## src/rtl/e2prom_rw_ctrl_pkg.sv

```systemverilog
`default_nettype none
// ============================================================================
// e2prom_pkg : state encoding, bus direction constants and test pattern
// Rev 1.0
// ============================================================================
package e2prom_pkg;

  typedef logic [2:0] state_t;

  localparam state_t S_IDLE    = 3'd0;
  localparam state_t S_WR_REQ  = 3'd1;
  localparam state_t S_WR_WAIT = 3'd2;
  localparam state_t S_WR_GAP  = 3'd3;
  localparam state_t S_RD_REQ  = 3'd4;
  localparam state_t S_RD_WAIT = 3'd5;
  localparam state_t S_ABORT   = 3'd6;
  localparam state_t S_FINISH  = 3'd7;

  localparam logic WL_WRITE = 1'b0;
  localparam logic WL_READ  = 1'b1;

  // Byte k of a run carries (seed + k) mod 256
  function automatic logic [7:0] expected_byte(input logic [7:0] seed, input logic [8:0] k);
    return 8'(seed + k);
  endfunction

endpackage
`default_nettype wire

```

## src/rtl/e2prom_rw_ctrl_if.sv

```systemverilog
`default_nettype none
// ============================================================================
// e2prom_rw_ctrl_if : request/response bus between the controller and i2c_dri
// Rev 1.0
// ============================================================================
interface e2prom_rw_ctrl_if;

  logic        i2c_trigger;
  logic        i2c_wl_rh;
  logic        i2c_addr_width;
  logic [15:0] i2c_addr;
  logic [7:0]  i2c_wr_data;
  logic        i2c_done;
  logic [7:0]  i2c_rd_data;

  modport master (
    output i2c_trigger, i2c_wl_rh, i2c_addr_width, i2c_addr, i2c_wr_data,
    input  i2c_done, i2c_rd_data
  );

  modport slave (
    input  i2c_trigger, i2c_wl_rh, i2c_addr_width, i2c_addr, i2c_wr_data,
    output i2c_done, i2c_rd_data
  );

endinterface
`default_nettype wire

```

## src/rtl/e2prom_rw_ctrl_dly_cnt.sv

```systemverilog
`default_nettype none
// ============================================================================
// e2prom_dly_cnt : loadable down-counter that parks at zero
// Rev 1.0
// ============================================================================
module e2prom_dly_cnt #(
  parameter int WIDTH = 8
) (
  input  wire logic             sys_clk,
  input  wire logic             sys_rst_n,
  input  wire logic             load,
  input  wire logic [WIDTH-1:0] load_val,
  output logic                  zero
);

  logic [WIDTH-1:0] r_cnt;

  always_ff @(posedge sys_clk) begin
    if (!sys_rst_n) begin
      r_cnt <= '0;
    end else if (load) begin
      r_cnt <= load_val;
    end else if (r_cnt != '0) begin
      r_cnt <= r_cnt - WIDTH'(1);
    end
  end

  assign zero = (r_cnt == '0);

endmodule
`default_nettype wire

```

## src/rtl/e2prom_rw_ctrl.sv

```systemverilog
`default_nettype none
// ============================================================================
// e2prom_rw_ctrl : writes a seeded pattern to an EEPROM via i2c_dri, reads it
//                  back and reports pass/fail/timeout. Rev 1.0
// ============================================================================
module e2prom_rw_ctrl
  import e2prom_pkg::*;
#(
  parameter int          SYS_CLK     = 50_000_000,
  parameter int          BYTE_NUM    = 16,
  parameter logic [15:0] START_ADDR  = 16'h0000,
  parameter logic        ADDR_16BIT  = 1'b0,
  parameter int          WR_GAP_CYC  = 250_000,
  parameter int          TIMEOUT_CYC = 2_000_000
) (
  input  wire logic        sys_clk,
  input  wire logic        sys_rst_n,
  input  wire logic        start,
  input  wire logic [7:0]  seed,
  e2prom_rw_ctrl_if.master i2c,
  output logic             busy,
  output logic             pass,
  output logic             fail,
  output logic             timeout,
  output logic [15:0]      err_addr,
  output logic [7:0]       err_data
);

  localparam int          GAP_W  = (WR_GAP_CYC  > 1) ? $clog2(WR_GAP_CYC + 1)  : 1;
  localparam int          TO_W   = (TIMEOUT_CYC > 1) ? $clog2(TIMEOUT_CYC + 1) : 1;
  localparam logic [8:0]  K_LAST = 9'(BYTE_NUM - 1);

  state_t      r_state;
  logic [8:0]  r_k;
  logic [7:0]  r_seed;
  logic [15:0] r_addr;
  logic [7:0]  r_wr_data;
  logic        r_wl_rh;
  logic        r_busy;
  logic        r_pass;
  logic        r_fail;
  logic        r_timeout;
  logic [15:0] r_err_addr;
  logic [7:0]  r_err_data;

  logic        w_req;
  logic        w_gap_load;
  logic        w_gap_zero;
  logic        w_to_zero;
  logic        w_rd_ok;
  logic [8:0]  w_k_next;
  logic [15:0] w_addr_next;

  assign w_req       = (r_state == S_WR_REQ) || (r_state == S_RD_REQ);
  assign w_gap_load  = (r_state == S_WR_WAIT) && i2c.i2c_done;
  assign w_k_next    = r_k + 9'd1;
  assign w_addr_next = START_ADDR + 16'(w_k_next);
  assign w_rd_ok     = (i2c.i2c_rd_data == expected_byte(r_seed, r_k));

  e2prom_dly_cnt #(.WIDTH(GAP_W)) u_gap_cnt (
    .sys_clk   (sys_clk),
    .sys_rst_n (sys_rst_n),
    .load      (w_gap_load),
    .load_val  (GAP_W'(WR_GAP_CYC)),
    .zero      (w_gap_zero)
  );

  // Reloaded on every request, so it bounds each trigger-to-done window
  e2prom_dly_cnt #(.WIDTH(TO_W)) u_to_cnt (
    .sys_clk   (sys_clk),
    .sys_rst_n (sys_rst_n),
    .load      (w_req),
    .load_val  (TO_W'(TIMEOUT_CYC)),
    .zero      (w_to_zero)
  );

  always_ff @(posedge sys_clk) begin
    if (!sys_rst_n) begin
      r_state    <= S_IDLE;
      r_k        <= '0;
      r_seed     <= '0;
      r_addr     <= '0;
      r_wr_data  <= '0;
      r_wl_rh    <= WL_WRITE;
      r_busy     <= 1'b0;
      r_pass     <= 1'b0;
      r_fail     <= 1'b0;
      r_timeout  <= 1'b0;
      r_err_addr <= '0;
      r_err_data <= '0;
    end else begin
      case (r_state)
        S_IDLE: begin
          if (start) begin
            r_seed     <= seed;
            r_k        <= '0;
            r_pass     <= 1'b0;
            r_fail     <= 1'b0;
            r_timeout  <= 1'b0;
            r_err_addr <= '0;
            r_err_data <= '0;
            r_busy     <= 1'b1;
            r_addr     <= START_ADDR;
            r_wr_data  <= seed;
            r_wl_rh    <= WL_WRITE;
            r_state    <= S_WR_REQ;
          end
        end
        S_WR_REQ: r_state <= S_WR_WAIT;
        S_WR_WAIT: begin
          // done has priority over an expiring timeout in the same cycle
          if (i2c.i2c_done) begin
            r_state <= S_WR_GAP;
          end else if (w_to_zero) begin
            r_state <= S_ABORT;
          end
        end
        S_WR_GAP: begin
          if (w_gap_zero) begin
            if (r_k == K_LAST) begin
              r_k     <= '0;
              r_addr  <= START_ADDR;
              r_wl_rh <= WL_READ;
              r_state <= S_RD_REQ;
            end else begin
              r_k       <= w_k_next;
              r_addr    <= w_addr_next;
              r_wr_data <= expected_byte(r_seed, w_k_next);
              r_state   <= S_WR_REQ;
            end
          end
        end
        S_RD_REQ: r_state <= S_RD_WAIT;
        S_RD_WAIT: begin
          if (i2c.i2c_done) begin
            if (!w_rd_ok) begin
              r_err_addr <= r_addr;
              r_err_data <= i2c.i2c_rd_data;
              r_fail     <= 1'b1;
              r_state    <= S_FINISH;
            end else if (r_k == K_LAST) begin
              r_pass  <= 1'b1;
              r_state <= S_FINISH;
            end else begin
              r_k     <= w_k_next;
              r_addr  <= w_addr_next;
              r_state <= S_RD_REQ;
            end
          end else if (w_to_zero) begin
            r_state <= S_ABORT;
          end
        end
        S_ABORT: begin
          r_timeout  <= 1'b1;
          r_fail     <= 1'b1;
          r_err_addr <= r_addr;
          r_err_data <= '0;
          r_state    <= S_FINISH;
        end
        S_FINISH: begin
          r_busy  <= 1'b0;
          r_state <= S_IDLE;
        end
        default: r_state <= S_IDLE;
      endcase
    end
  end

  assign i2c.i2c_trigger    = w_req;
  assign i2c.i2c_wl_rh      = r_wl_rh;
  assign i2c.i2c_addr_width = ADDR_16BIT;
  assign i2c.i2c_addr       = r_addr;
  assign i2c.i2c_wr_data    = r_wr_data;

  assign busy     = r_busy;
  assign pass     = r_pass;
  assign fail     = r_fail;
  assign timeout  = r_timeout;
  assign err_addr = r_err_addr;
  assign err_data = r_err_data;

endmodule
`default_nettype wire

```

## src/flat_wrapper.sv

```systemverilog
// flat-port wrapper written by rule: the top's interface ports become plain ports
module e2prom_rw_ctrl_flat import e2prom_pkg::*;
#(
  parameter int          SYS_CLK     = 50_000_000,
  parameter int          BYTE_NUM    = 16,
  parameter logic [15:0] START_ADDR  = 16'h0000,
  parameter logic        ADDR_16BIT  = 1'b0,
  parameter int          WR_GAP_CYC  = 250_000,
  parameter int          TIMEOUT_CYC = 2_000_000
)
  (sys_clk, sys_rst_n, start, seed, busy, pass, fail, timeout, err_addr, err_data, i2c_i2c_trigger, i2c_i2c_wl_rh, i2c_i2c_addr_width, i2c_i2c_addr, i2c_i2c_wr_data, i2c_i2c_done, i2c_i2c_rd_data);
  e2prom_rw_ctrl_if i2c_i ();
  input  wire logic sys_clk;
  input  wire logic sys_rst_n;
  input  wire logic start;
  input  wire logic [7:0] seed;
  output logic busy;
  output logic pass;
  output logic fail;
  output logic timeout;
  output logic [15:0] err_addr;
  output logic [7:0] err_data;
  output wire logic [$bits(i2c_i.i2c_trigger)-1:0] i2c_i2c_trigger;
  output wire logic [$bits(i2c_i.i2c_wl_rh)-1:0] i2c_i2c_wl_rh;
  output wire logic [$bits(i2c_i.i2c_addr_width)-1:0] i2c_i2c_addr_width;
  output wire logic [$bits(i2c_i.i2c_addr)-1:0] i2c_i2c_addr;
  output wire logic [$bits(i2c_i.i2c_wr_data)-1:0] i2c_i2c_wr_data;
  input wire logic [$bits(i2c_i.i2c_done)-1:0] i2c_i2c_done;
  input wire logic [$bits(i2c_i.i2c_rd_data)-1:0] i2c_i2c_rd_data;
  assign i2c_i2c_trigger = i2c_i.i2c_trigger;
  assign i2c_i2c_wl_rh = i2c_i.i2c_wl_rh;
  assign i2c_i2c_addr_width = i2c_i.i2c_addr_width;
  assign i2c_i2c_addr = i2c_i.i2c_addr;
  assign i2c_i2c_wr_data = i2c_i.i2c_wr_data;
  assign i2c_i.i2c_done = i2c_i2c_done;
  assign i2c_i.i2c_rd_data = i2c_i2c_rd_data;
  e2prom_rw_ctrl #(.SYS_CLK(SYS_CLK), .BYTE_NUM(BYTE_NUM), .START_ADDR(START_ADDR), .ADDR_16BIT(ADDR_16BIT), .WR_GAP_CYC(WR_GAP_CYC), .TIMEOUT_CYC(TIMEOUT_CYC)) u_core (.sys_clk(sys_clk), .sys_rst_n(sys_rst_n), .start(start), .seed(seed), .i2c(i2c_i), .busy(busy), .pass(pass), .fail(fail), .timeout(timeout), .err_addr(err_addr), .err_data(err_data));
endmodule
```

## config.mk

```make
export PLATFORM = sky130hd
export DESIGN_NAME = e2prom_rw_ctrl_flat
export DESIGN_NICKNAME = d
export VERILOG_FILES = /design/src/rtl/e2prom_rw_ctrl_pkg.sv /design/src/rtl/e2prom_rw_ctrl_if.sv /design/src/rtl/e2prom_rw_ctrl_dly_cnt.sv /design/src/rtl/e2prom_rw_ctrl.sv /design/src/flat_wrapper.sv
export SDC_FILE = /design/constraint.sdc
export NUM_CORES = 1
export LEC_CHECK = 0
export ABC_AREA = 1
export CELL_PAD_IN_SITES_DETAIL_PLACEMENT = 0
export CELL_PAD_IN_SITES_GLOBAL_PLACEMENT = 1
export CORE_MARGIN = 4
export CORE_UTILIZATION = 25
export DETAILED_ROUTE_END_ITERATION = 6
export PLACE_DENSITY = 0.54
export SLEW_MARGIN = 20
export SYNTH_ARGS = -nofsm -noshare
export SYNTH_HDL_FRONTEND = slang
export SYNTH_SLANG_ARGS = --single-unit
```

## constraint.sdc

```tcl
create_clock -name sys_clk -period 2.2 [get_ports sys_clk]
set_input_delay 0.33 -clock sys_clk [delete_from_list [all_inputs] [get_ports sys_clk]]
set_output_delay 0.33 -clock sys_clk [all_outputs]
set_load 0.005 [all_outputs]
```

==> summary.txt <==
Floorplanning
  • IO Pins: 75
  • Std cell rows: 53
  • Die extent in y: ~150 µm
  • Die width: between 150 and 200 µm
  • Initial Util: 0.255
  • Die area: ~0.024 mm²
  • Core footprint: between 0.02 and 0.025 mm²

Critical path
  • CP Data Arrival Time: 2.50 ns
  • R2R setup slack: -0.05 ns
  • R2R Path Start: u_core.i2c.i2c_addr[0]
  • CP Data Required Time: 2.45 ns
  • Critical Path Start Type: flop
  • CP Class: flop to flop
  • Worst Setup EP: u_core.err_data[3]
  • Critical Path Sink Type: flop
  • Worst Path Max Fanout: 4
  • Worst r2r path cells: 13
  • Worst R2R End: u_core.err_data[3]
  • Worst Setup SP: u_core.i2c.i2c_addr[0]

Routing
  • Drt drc: 0
  • Post-DR vias/cell: around 4.5
  • Drt first pass iters: 4
  • Vias after detailed routing: about 5.4k
  • Drt total wl: around 18,000 µm
  • Initial DRC Count: between 200 and 250
  • Final antenna-violating net count: 0
  • Routed length per instance: between 10 and 15 µm

Cells and area
  • Antenna cells: 0
  • Footprint of the multi-input gates: approximately 0.0033 mm²
  • Final instance area: ~0.0074 mm²
  • Area delta synth->final: 36.4%
  • Most common cell after layout, fill and taps aside: nand2_1
  • FF/Latch Area: approximately 0.0018 mm²
  • Commonest cells after routing, fill and taps aside: 183 x nand2_1, 94 x nor2_1, 86 x dfxtp_1
  • Fin nets: 971
  • Layout cells sized above 1: 0.205
  • Finished Layout Cells: about 1.2k
  • FILL cells: between 2k and 2.5k
  • Final core utilization: 0.348

Synthesis
  • Top cell type's share of synthesized area: 0.330
  • Simple-gate share of the synthesized area: 0.356
  • Post-synthesis sequential area ratio: 0.330
  • Post-synthesis compound-gate area fraction: 0.122
  • Cells after Synth: 799
  • Main combinational cell family by area after synthesis: simple AND/OR/NAND/NOR gates
  • Yosys cell types: 41
  • Post-synthesis async set-or-reset flop share: 0
  • Area contributors post-synth: dfxtp_1 33%, nand2_1 13%, nor2_1 6.7%
  • Yosys warns: 0
  • Post-Synth XOR/XNOR Area: 0.0389
  • Post-Syn Area: approximately 0.0054 mm²
  • Post-synth EDFFs: 0
  • Ys flop type: dfxtp_1
  • Post-synthesis mux area share: 0
  • Largest area contributor in the netlist: dfxtp_1
  • Adder-cell share of the synthesized area: 0.0468
  • Syn Area/Cell: just under 7 µm²
  • Synth Register Bits: 89

Global route
  • Most used routing layer: met2
  • Met2 GRT Util: 0.268
  • GRT met3 Usage: 0.0337
  • Antenna violations before repair: 0
  • Global-route wire length before repair: between 20,000 and 30,000 µm
  • Gr usage total: 0.149
  • Vias in the first global route: roughly 5.4k
  • M1 GR Usage: 0.179
  • Pin count of the biggest net entering global routing: 24
  • Gr ovfl total: 0

Placement
  • PortBufs: approximately 60
  • Placed Area: between 0.006 and 0.007 mm²
  • Routability cong.: between 0.8 and 0.9
  • Placed cell count: ~1.2k
  • DPL Wire Length: around 14,000 µm
  • Dpl ws: -0.0830 ns

STA
  • Max-slew violation count: 0
  • Worst slew pin tran: approximately 0.54 ns
  • Final Hold Viols: 0
  • Worst slew margin: 0.638
  • Fin crit period: ~2.3 ns
  • Setup Skew: roughly 0.010 ns
  • Max Fclk: about 440 MHz
  • RSZ-0062 raised after global routing: true
  • Final worst slack: -0.0522 ns
  • Tcrit/Tclk final: 1.02
  • Setup TNS: -0.842 ns
  • Setup-failing EPs final: 29

CTS
  • Root Buffer: clkbuf_16
  • Clock Pin Slew Worst Setup and Hold Paths: 0.07 ns
  • Clock buffer depth: 2
  • H-Tree Depth: 3
  • Clk Latency, worst-skew pair: around 0.35 ns
  • CTS buffer count: 9
  • CTS tree: done
  • CTS sink cnt: slightly below 90
  • Hold buffers post-CTS: 0

Run
  • Max Cap Violations: 0

Power and ir drop
  • Worst vdd ir: 406 µV
  • Leak Pwr: around 3.2 nW
  • PD cells: 1250 mW/mm²

Status
  • Status: finished, violations left
  • Failing checks: setup timing

Hold path
  • Worst min path class: flop to flop
worst max-delay path: stages, from the launching register on:
cell,delay [ns]
dfxtp_4,0.37
ha_4,0.16
fa_2,0.53
xnor2_1,0.11
nand2_1,0.08
nor2_1,0.10
nand2_1,0.10
nor2_4,0.14
nand4_4,0.12
nand3_4,0.14
clkbuf_16,0.17
nand2_2,0.04
nand2_1,0.05
nor2_1,0.04
worst min-delay path by stage:
| stage | from | to | slack (ns) | cells after the start |
|---|---|---|---|---|
| after global placement | u_core.u_gap_cnt.r_cnt[0] | u_core.u_gap_cnt.r_cnt[0] | 0.45 | 2 |
| after global routing | u_core.err_data[2] | u_core.err_data[2] | 0.49 | 2 |
| after floorplan | u_core.u_gap_cnt.r_cnt[0] | u_core.u_gap_cnt.r_cnt[0] | 0.44 | 2 |
| after CTS | u_core.u_gap_cnt.r_cnt[0] | u_core.u_gap_cnt.r_cnt[0] | 0.46 | 2 |
| after detailed placement | u_core.err_addr[4] | u_core.err_addr[4] | 0.45 | 2 |
| final | u_core.u_gap_cnt.r_cnt[0] | u_core.u_gap_cnt.r_cnt[0] | 0.46 | 2 |
layer usage:
layer	up-vias	wire length, µm
li1	2841	-
met1	2470	7950
met2	73	8970
met3	22	554
met4	0	262
met5	-	0
logic make-up (layout without fill, tap and decap cells):
logic type | Yosys count | count (layout)
AO/OA/AOI/OAI | 115 | 115
other | 1 | 15
flip-flops | 89 | 89
AND/OR/NAND/NOR | 423 | 424
XOR/XNOR | 24 | 24
adder cells (fa/ha/maj) | 19 | 19
buffers and inverters | 128 | 251
where the power goes:
group	switching, mW	internal (mW)	total [mW]
logic	2.97	2.20	5.17
clock network	0.678	0.911	1.59
registers	0.409	2.07	2.48
total	4.06	5.18	9.24
registers in the layout (all words and copies together) (netlist names), 3 cells and up:
register,cells
u_core.i2c.i2c_wr_data,8
u_core.r_seed,8
u_core.err_addr,9
u_core.err_data,8
u_core.u_gap_cnt.r_cnt,18
u_core.i2c.i2c_addr,9
u_core.u_to_cnt.r_cnt,21
u_core.r_state,3
synth_stat cells (2+ instances only):
cell and count:
nand2_1 194, nor2_1 96, dfxtp_1 89, inv_1 87
a21oi_1 65, nand3_1 48, nand4_1 25, o21ai_0 21
ha_1 17, buf_4 16, nand2_2 14, nor3_1 14
xor2_1 13, xnor2_1 11, clkbuf_1 9, a21oi_2 8
inv_2 8, a31oi_1 6, or2_2 6, a211oi_1 5
nor4_1 5, nand3_2 4, nor2_4 4, o21ai_1 4
buf_2 3, buf_6 3, nand3b_1 3, nor2_2 3
o31ai_1 3, a21oi_4 2, fa_1 2, nor3b_1 2
final cells by class:
type	instances	area share
inverters	97	0.0506
repair buffers	138	0.169
clock inverters	3	0.00544
well taps	275	0.0467
multi-input cells	597	0.451
flip-flops and latches	89	0.243
clock buffers	13	0.0340
stage by stage:
step | power [mW] | hold slack, ns
3_5_place_dp | 7.35 | 0.454
2_1_floorplan | 5.57 | 0.439
3_3_place_gp | 7.39 | 0.452
5_1_grt | 10.1 | 0.486
4_1_cts | 9.08 | 0.464
6_report | 9.24 | 0.460
timing repair:
item                                    in CTS  in global routing
pin swaps                                    8                 17
setup buffers                                0                  5
gates cloned                                 1                  2
endpoints found under the setup margin      23                 35
resized for setup                           19                 46
Note: power is estimated with default switching activity, not from simulation.
